## src/rtl/io_sampler_pkg.sv

```systemverilog
// Shared definitions for the pin I/O blocks: default pin count, synchroniser
// depth floor and the counter-width helper.
package io_sampler_pkg;

    localparam int IO_NUM_OF_DEFAULT = 10;
    localparam int SYNC_STAGES_MIN   = 2;

    // Bits needed to count 0..value-1, never less than one bit.
    function automatic int clog2_min1(input int value);
        int width;
        width = 0;
        while ((1 << width) < value) begin
            width++;
        end
        return (width < 1) ? 1 : width;
    endfunction

endpackage

```

## src/rtl/io_debounce.sv

```systemverilog
// Single-pin synchroniser chain followed by a consecutive-stable-cycles
// debounce filter; exposes the filtered level and its next value.
module io_debounce
    import io_sampler_pkg::*;
#(
    parameter int SYNC_STAGES     = 2,
    parameter int DEBOUNCE_CYCLES = 4
) (
    input  logic clk,
    input  logic rst,
    input  logic pin,
    output logic f,
    output logic f_next
);

    localparam int STAGES = (SYNC_STAGES < SYNC_STAGES_MIN) ? SYNC_STAGES_MIN : SYNC_STAGES;
    localparam int CNT_W  = clog2_min1(DEBOUNCE_CYCLES);
    localparam logic [CNT_W-1:0] CNT_LAST = CNT_W'(DEBOUNCE_CYCLES - 1);

    logic [STAGES-1:0] sync_reg;
    logic [CNT_W-1:0]  cnt_reg;
    logic [CNT_W-1:0]  cnt_next;
    logic              f_reg;
    logic              s;

    assign s = sync_reg[STAGES-1];

    always_ff @(posedge clk or posedge rst) begin
        if (rst) begin
            sync_reg <= '0;
            cnt_reg  <= '0;
            f_reg    <= 1'b0;
        end else begin
            sync_reg <= {sync_reg[STAGES-2:0], pin};
            cnt_reg  <= cnt_next;
            f_reg    <= f_next;
        end
    end

    // Any cycle where s agrees with the filtered level restarts the count.
    always_comb begin
        f_next   = f_reg;
        cnt_next = cnt_reg;
        if (s == f_reg) begin
            cnt_next = '0;
        end else if (cnt_reg == CNT_LAST) begin
            f_next   = s;
            cnt_next = '0;
        end else begin
            cnt_next = cnt_reg + 1'b1;
        end
    end

    assign f = f_reg;

endmodule

```

## src/rtl/io_sampler.sv

```systemverilog
// Samples the shared pins as inputs: per-pin debounce, edge events gathered
// into a sticky pending set drained by a valid/ready handshake.
module io_sampler
    import io_sampler_pkg::*;
#(
    parameter int IO_NUM_OF       = IO_NUM_OF_DEFAULT,
    parameter int SYNC_STAGES     = 2,
    parameter int DEBOUNCE_CYCLES = 4
) (
    input  logic                 in_clk,
    input  logic                 in_reset,
    input  logic [IO_NUM_OF-1:0] io_pins,
    input  logic [IO_NUM_OF-1:0] in_io_direction,
    input  logic [IO_NUM_OF-1:0] in_rise_en,
    input  logic [IO_NUM_OF-1:0] in_fall_en,
    output logic [IO_NUM_OF-1:0] out_io_inval,
    output logic                 out_event_valid,
    output logic [IO_NUM_OF-1:0] out_event_mask,
    output logic                 out_event_overrun,
    input  logic                 in_event_ready
);

    logic [IO_NUM_OF-1:0] level;
    logic [IO_NUM_OF-1:0] level_next;
    logic [IO_NUM_OF-1:0] new_event;
    logic [IO_NUM_OF-1:0] pending_reg;
    logic [IO_NUM_OF-1:0] pending_next;
    logic                 overrun_reg;
    logic                 overrun_next;
    logic                 acc;

    io_debounce #(
        .SYNC_STAGES     (SYNC_STAGES),
        .DEBOUNCE_CYCLES (DEBOUNCE_CYCLES)
    ) u_debounce [IO_NUM_OF-1:0] (
        .clk    (in_clk),
        .rst    (in_reset),
        .pin    (io_pins),
        .f      (level),
        .f_next (level_next)
    );

    // Pins driven as outputs never raise events; already-pending bits stay.
    assign new_event = ~in_io_direction &
                       ((level_next & ~level & in_rise_en) |
                        (~level_next & level & in_fall_en));

    assign acc = (|pending_reg) & in_event_ready;

    always_comb begin
        pending_next = (acc ? '0 : pending_reg) | new_event;
        overrun_next = overrun_reg;
        if (acc) begin
            overrun_next = 1'b0;
        end else if (|(new_event & pending_reg)) begin
            overrun_next = 1'b1;
        end
    end

    always_ff @(posedge in_clk or posedge in_reset) begin
        if (in_reset) begin
            pending_reg <= '0;
            overrun_reg <= 1'b0;
        end else begin
            pending_reg <= pending_next;
            overrun_reg <= overrun_next;
        end
    end

    assign out_io_inval      = level;
    assign out_event_mask    = pending_reg;
    assign out_event_valid   = |pending_reg;
    assign out_event_overrun = overrun_reg;

endmodule

```

## config.mk

```make
export PLATFORM = sky130hd
export DESIGN_NAME = io_sampler
export DESIGN_NICKNAME = d
export VERILOG_FILES = /design/src/rtl/io_sampler_pkg.sv /design/src/rtl/io_debounce.sv /design/src/rtl/io_sampler.sv
export SDC_FILE = /design/constraint.sdc
export NUM_CORES = 1
export LEC_CHECK = 0
export ABC_AREA = 1
export BUFFER_PORTS_ARGS = -buffer_cell sky130_fd_sc_hd__buf_2
export CELL_PAD_IN_SITES_DETAIL_PLACEMENT = 1
export CELL_PAD_IN_SITES_GLOBAL_PLACEMENT = 2
export CORE_MARGIN = 4
export CORE_UTILIZATION = 34
export CTS_CLUSTER_SIZE = 8
export DETAILED_ROUTE_END_ITERATION = 7
export GPL_TIMING_DRIVEN = 0
export PLACE_DENSITY = 0.87
export SLEW_MARGIN = 20
export SYNTH_ARGS = -nofsm -noshare
export SYNTH_HDL_FRONTEND = slang
export SYNTH_SLANG_ARGS = --single-unit
export TNS_END_PERCENT = 10
```

## constraint.sdc

```tcl
create_clock -name in_clk -period 2.9 [get_ports in_clk]
set_input_delay 0.29 -clock in_clk [delete_from_list [all_inputs] [get_ports in_clk]]
set_output_delay 0.29 -clock in_clk [all_outputs]
set_load 0.03 [all_outputs]
```

After elaboration in Yosys (flattened, before gate mapping)
Index checks and enable logic that the tools add are counted.
{"block": "op_classes", "add_sub_neg": 10, "bitwise": 12, "reduce_logical": 3, "n_eq_ne": 20, "muxes": 43}
{"operator": "$and 10x10->10", "n": 6}
{"operator": "$mux 2", "n": 20}
{"operator": "$not 10->10", "n": 3}
{"operator": "$mux 1", "n": 22}
{"operator": "$add 2x1->2 const B", "n": 10}
{"operator": "$eq 2x2->1 const B", "n": 10}
{"operator": "$or 10x10->10", "n": 2}
{"operator": "$reduce_or 10->1", "n": 2}
{"operator": "$eq 1x1->1", "n": 10}
{"operator": "$mux 10", "n": 1}
{"operator": "$reduce_bool 2->1", "n": 1}
{"operator": "$and 1x1->1", "n": 1}
{"block": "totals", "inputBits": 43, "ff_bits": 61, "output_inout_bits": 22}

Depth between registers and ports, before layout
{"block": "depth", "ltp_word": 12, "depth_mapped": 9}

Modules after synthesis
A second synthesis with hierarchy kept.
{"block": "hier_totals", "cells_unflattened": 317, "hier_area_um2": 2688.8}
{"mod": "io_debounce", "area_per_inst_um2": 186.4, "cells_per_inst": 18, "instances": 10, "seq_area_each_um2": 125.1}
{"mod": "io_sampler", "area_per_inst_um2": 824.5, "cells_per_inst": 137, "instances": 1, "seq_area_each_um2": 275.3}

Worst setup path after synthesis
Ideal clock, no wire load.
{"block": "synth_path", "path_type": "reg-to-reg", "start": "reg pending_reg[1], in the netlist out_event_mask[1]", "end": "reg pending_reg[1], in the netlist out_event_mask[1]", "path_slack_ns": 1.495, "arrival_time_ns": 1.339, "required_time_ns": 2.834, "path_stages_with_launch": 8, "period_less_slack_ns": 1.405, "n_path_buf": 1, "cell_sequence": "dfrtp_1 -> nor2_1 -> nand2_1 -> inv_1 -> nand4_2 -> nand2_2 -> buf_6 -> a22o_1"}
{"block": "synth_via", "elab_chain_cells": 4}
{"element": "start: declaration", "line": "io_sampler.sv:26", "text": "logic [IO_NUM_OF-1:0] pending_reg;"}
{"element": "start signal: assignment", "line": "io_sampler.sv:65", "text": "pending_reg <= pending_next;"}
{"element": "$reduce_or 10->1"}
{"element": "via out_event_valid", "line": "io_sampler.sv:17", "text": "output logic out_event_valid,"}
{"element": "$and 1x1->1", "line": "io_sampler.sv:48", "text": "assign acc = (|pending_reg) & in_event_ready;"}
{"element": "$mux 10", "line": "io_sampler.sv:51", "text": "pending_next = (acc ? '0 : pending_reg) | new_event;"}
{"element": "$or 10x10->10", "line": "io_sampler.sv:51"}
{"element": "via pending_next[1]", "line": "io_sampler.sv:27", "text": "logic [IO_NUM_OF-1:0] pending_next;"}
The timed path passes the listed nets, and every way through them passes these cells.
A chain may end at the register's enable or synchronous reset.

Worst setup path after layout
{"block": "layout_path", "start": "reg pending_reg[1], in the netlist out_event_mask[1]", "end": "out out_event_valid"}
{"block": "layout_via", "elab_chain_cells": 1}
{"element": "$reduce_or 10->1", "line": "io_sampler.sv:72", "text": "assign out_event_valid = |pending_reg;"}
{"element": "end: declaration", "line": "io_sampler.sv:17"}
No other way between the ends.

==> impl_results.md <==
* Data required time of the worst path at ~2.6 ns
* Core box area at roughly 0.0073 mm²
* Final number of setup-violating endpoints at 0
* Clock skew at 0.0103 ns
* Worst Max-Slew Pin Slew at roughly 0.34 ns
* Post-synth design cell area at approximately 0.0026 mm²
* GRT Total Usage at between 10 and 15%
* Count of buffers added by post-CTS timing repair for setup at 0
* Number of design rule violations left after detail routing at 0
* Count of buffers inserted at the top-level ports at between 60 and 70
* Share of total power consumed by net switching at between 30% and 40%
* CTS tree: yes
* Post-Route WL at 5.54 mm
* Antenna violations before repair at 0
* Remaining global-route overflow at 0
* # Max-Cap Violations at 0
* Arr. time, crit path at between 1 and 1.5 ns
* Area of the multi-input gates at 783 µm²
* DR iter-0 viols at 85
* Count of cell types in the netlist at 16
* Per-instance average area after synthesis at around 10 µm²
* Antenna Cells at 0
* Boundary Pins at between 60 and 70
* Commonest cells after routing, fill and taps aside: buf_2 (64), dfrtp_1 (61), inv_1 (43), nand2_1 (30), nor2_1 (28)
* Class of the tightest hold or removal check: input port to flip-flop
* Number of cells upsized or downsized after cts at 0
* Combinational power share at 37.4%
* Die footprint at between 0.008 and 0.009 mm²
* CTS root buffer: clkbuf_8
* Cell accounting for the most synthesized area: dfrtp_1
* Clock share of power at a little over a quarter
* Final Hold Vio Count at 0
* Deepest clock path buffer count at 2
* Growth of design area from synthesis to finish at 28.3%
* Proportion of layout cells with a drive suffix above 1 at between 20% and 30%
* Sequential cell area fraction in the yosys report at between 50% and 60%
* Total area of sequential cells at ~0.0015 mm²
* Sum of negative setup slack at 0 ns
* Instance count of the mapped netlist at approximately 260
* Pin count of the biggest net entering global routing at 37
* Routed via count divided by cell count at 4.29
* Fmax at around 630 MHz
* Maximum resistive drop on vdd at between 300 and 400 µV
* Delay of the slowest critical-path stage at 0.43 ns
* Share of the cycle needed by the critical path after routing at a little over half
* Leading post-synthesis cells by cell area: dfrtp_1 (60%), inv_1 (6.4%), nand3_1 (5.3%)
* Average wire per cell in the routed design at about 13 µm
* Initial standard-cell utilization of the core at roughly a third
* Post-route antenna net violation count at 0
* Count of clock tree sinks at between 60 and 70
* Vias at between 1500 and 2000
* Power per cell area at around 1100 mW/mm²
* Design Power at about 0.0036 W
* Nets in the synthesized netlist at approximately 310
* Reported leakage power at between 1.5 and 2 nW
* RSZ-0062 raised after global routing: no
* Critical path fanouts, max at 4
* Number of pins with negative max-slew slack in the final report at 0
* DPL Wire Length at 4.25 mm
* Run status: finished, final reports clean
* Fin nets at 385
* Worst path slowest cell: dfrtp_1
* Busiest metal layer after global routing: met2
* Number of synthesized register bits at between 60 and 70
* Clock-pin slew on the worst setup and hold paths at 0.08 ns
* Most common library cell in the layout ignoring fill and taps: buf_2
* Launching element type of the critical path: flip-flop
* Die outline width at around 95 µm
* End-of-flow core utilization at 45.1%
* CP Capture Type: output port
* Proportion of netlist area held by the largest area contributor at between 50% and 60%
* Insertion delay to the later sink of the worst-skew pair at 0.33 ns
* Clock buffer count from CTS at 9
* First-pass GRT wire length at approximately 9.6 mm
* Crit Path Category: flip-flop to output port
* Final period demand of the worst path at ~1.6 ns
* P_int at around 0.0022 W
* GR met1 Demand/Resource at between 15 and 20%
* Rows at 31
* Fillcell total at 874
* Pre-antenna DRT Iters at 4
* Share of power burned in registers at a little over a third
* Die span in y at about 95 µm
* M3 GR Usage at slightly below 4%
* Yosys Warn Count at 0
* Remaining max-slew budget at the tightest pin at between 70 and 80%
* Switching power total at ~0.0014 W
* GPL Wtd Cong at approximately 0.70
* Vias in the first global route at approximately 2100
* Crit path cell chain: nor2_1 -> nand2_1 -> inv_1 -> nand4_2 -> buf_2
* Met2 capacity usage during global routing at about 22%
* Deepest level of the CTS H-tree at 3
## logic make-up after synthesis
family | share of synthesized area [%]
XOR/XNOR | 3.42
AND/OR/NAND/NOR | 17.2
flip-flops | 59.6
AO/OA/AOI/OAI | 5.03
adder cells (fa/ha/maj) | 4.89
buffers and inverters | 9.82
## power by group through the flow
| stage | Combinational (W) | Clock (W) | Sequential (W) |
|---|---|---|---|
| floorplan | 0.000895 | 0 | 0.00138 |
| global placement | 0.00132 | 0 | 0.00131 |
| detailed placement | 0.00137 | 0 | 0.00133 |
| CTS | 0.00138 | 0.000952 | 0.00131 |
| global route | 0.00150 | 0.000991 | 0.00135 |
| finish | 0.00134 | 0.000931 | 0.00130 |
## synth_stat cells
cell      instances
xnor2_1          10
dfrtp_1          61
nand2_2           1
o21ai_0          10
a22o_1            9
nor3_1           10
nand3_1          27
nor2_1           28
buf_4            10
nand4_1           2
buf_6             1
ha_1             10
inv_1            44
nand2_1          30
nand3b_1          1
nand4_2           1
## layout make-up
cell class	count	share of cell area, %
sequential	61	46.5
multi-input combinational	139	23.8
timing repair buffer	66	10.7
inverter	44	5.10
clock buffer	10	4.19
tap	99	3.77
clock inverter	6	3.35
buffer	11	2.63
## critical path: cells and delay by family, from the launching register on
kind,cells,cell delay (ns)
buf+inv,2,0.27
flops,1,0.43
simple gates,3,0.27
## per-stage QoR
stage          setup slack, ns  cells  hold slack, ns  instance area, µm²
5_1_grt                   1.25    436          0.0318                3290
3_3_place_gp             0.316    418           0.332                3010
6_report                  1.32    436          0.0591                3290
3_5_place_dp              1.56    419           0.292                3030
4_1_cts                   1.28    436          0.0398                3290
2_1_floorplan             1.10    255           0.321                2560
## per-layer routing
layer,vias to the layer above,part of all wire [%]
met2,40,49
met3,9,4.7
met1,869,45
li1,954,-
met4,0,2.0
met5,-,0
## worst paths after layout
kind,cells past startpoint,from,to,slack [ns]
min reg2reg,0,u_debounce[7].sync_reg[0],u_debounce[7].sync_reg[1],0.35
min,1,io_pins[8],u_debounce[8].sync_reg[0],0.06
max in group asynchronous,4,in_reset,u_debounce[6].f,1.93
max reg2reg,9,u_debounce[9].cnt_reg[0],out_event_overrun,1.57
min in group asynchronous,3,in_reset,u_debounce[2].sync_reg[0],0.47
max,5,out_event_mask[1],out_event_valid,1.32
## what timing repair did
action | CTS | global route
endpoints found under the setup margin | 0 | 0
hold buffers | 1 | 0
hold endpoints to repair | 25 | 0
No activity file was read; power rests on OpenSTA's default activity.
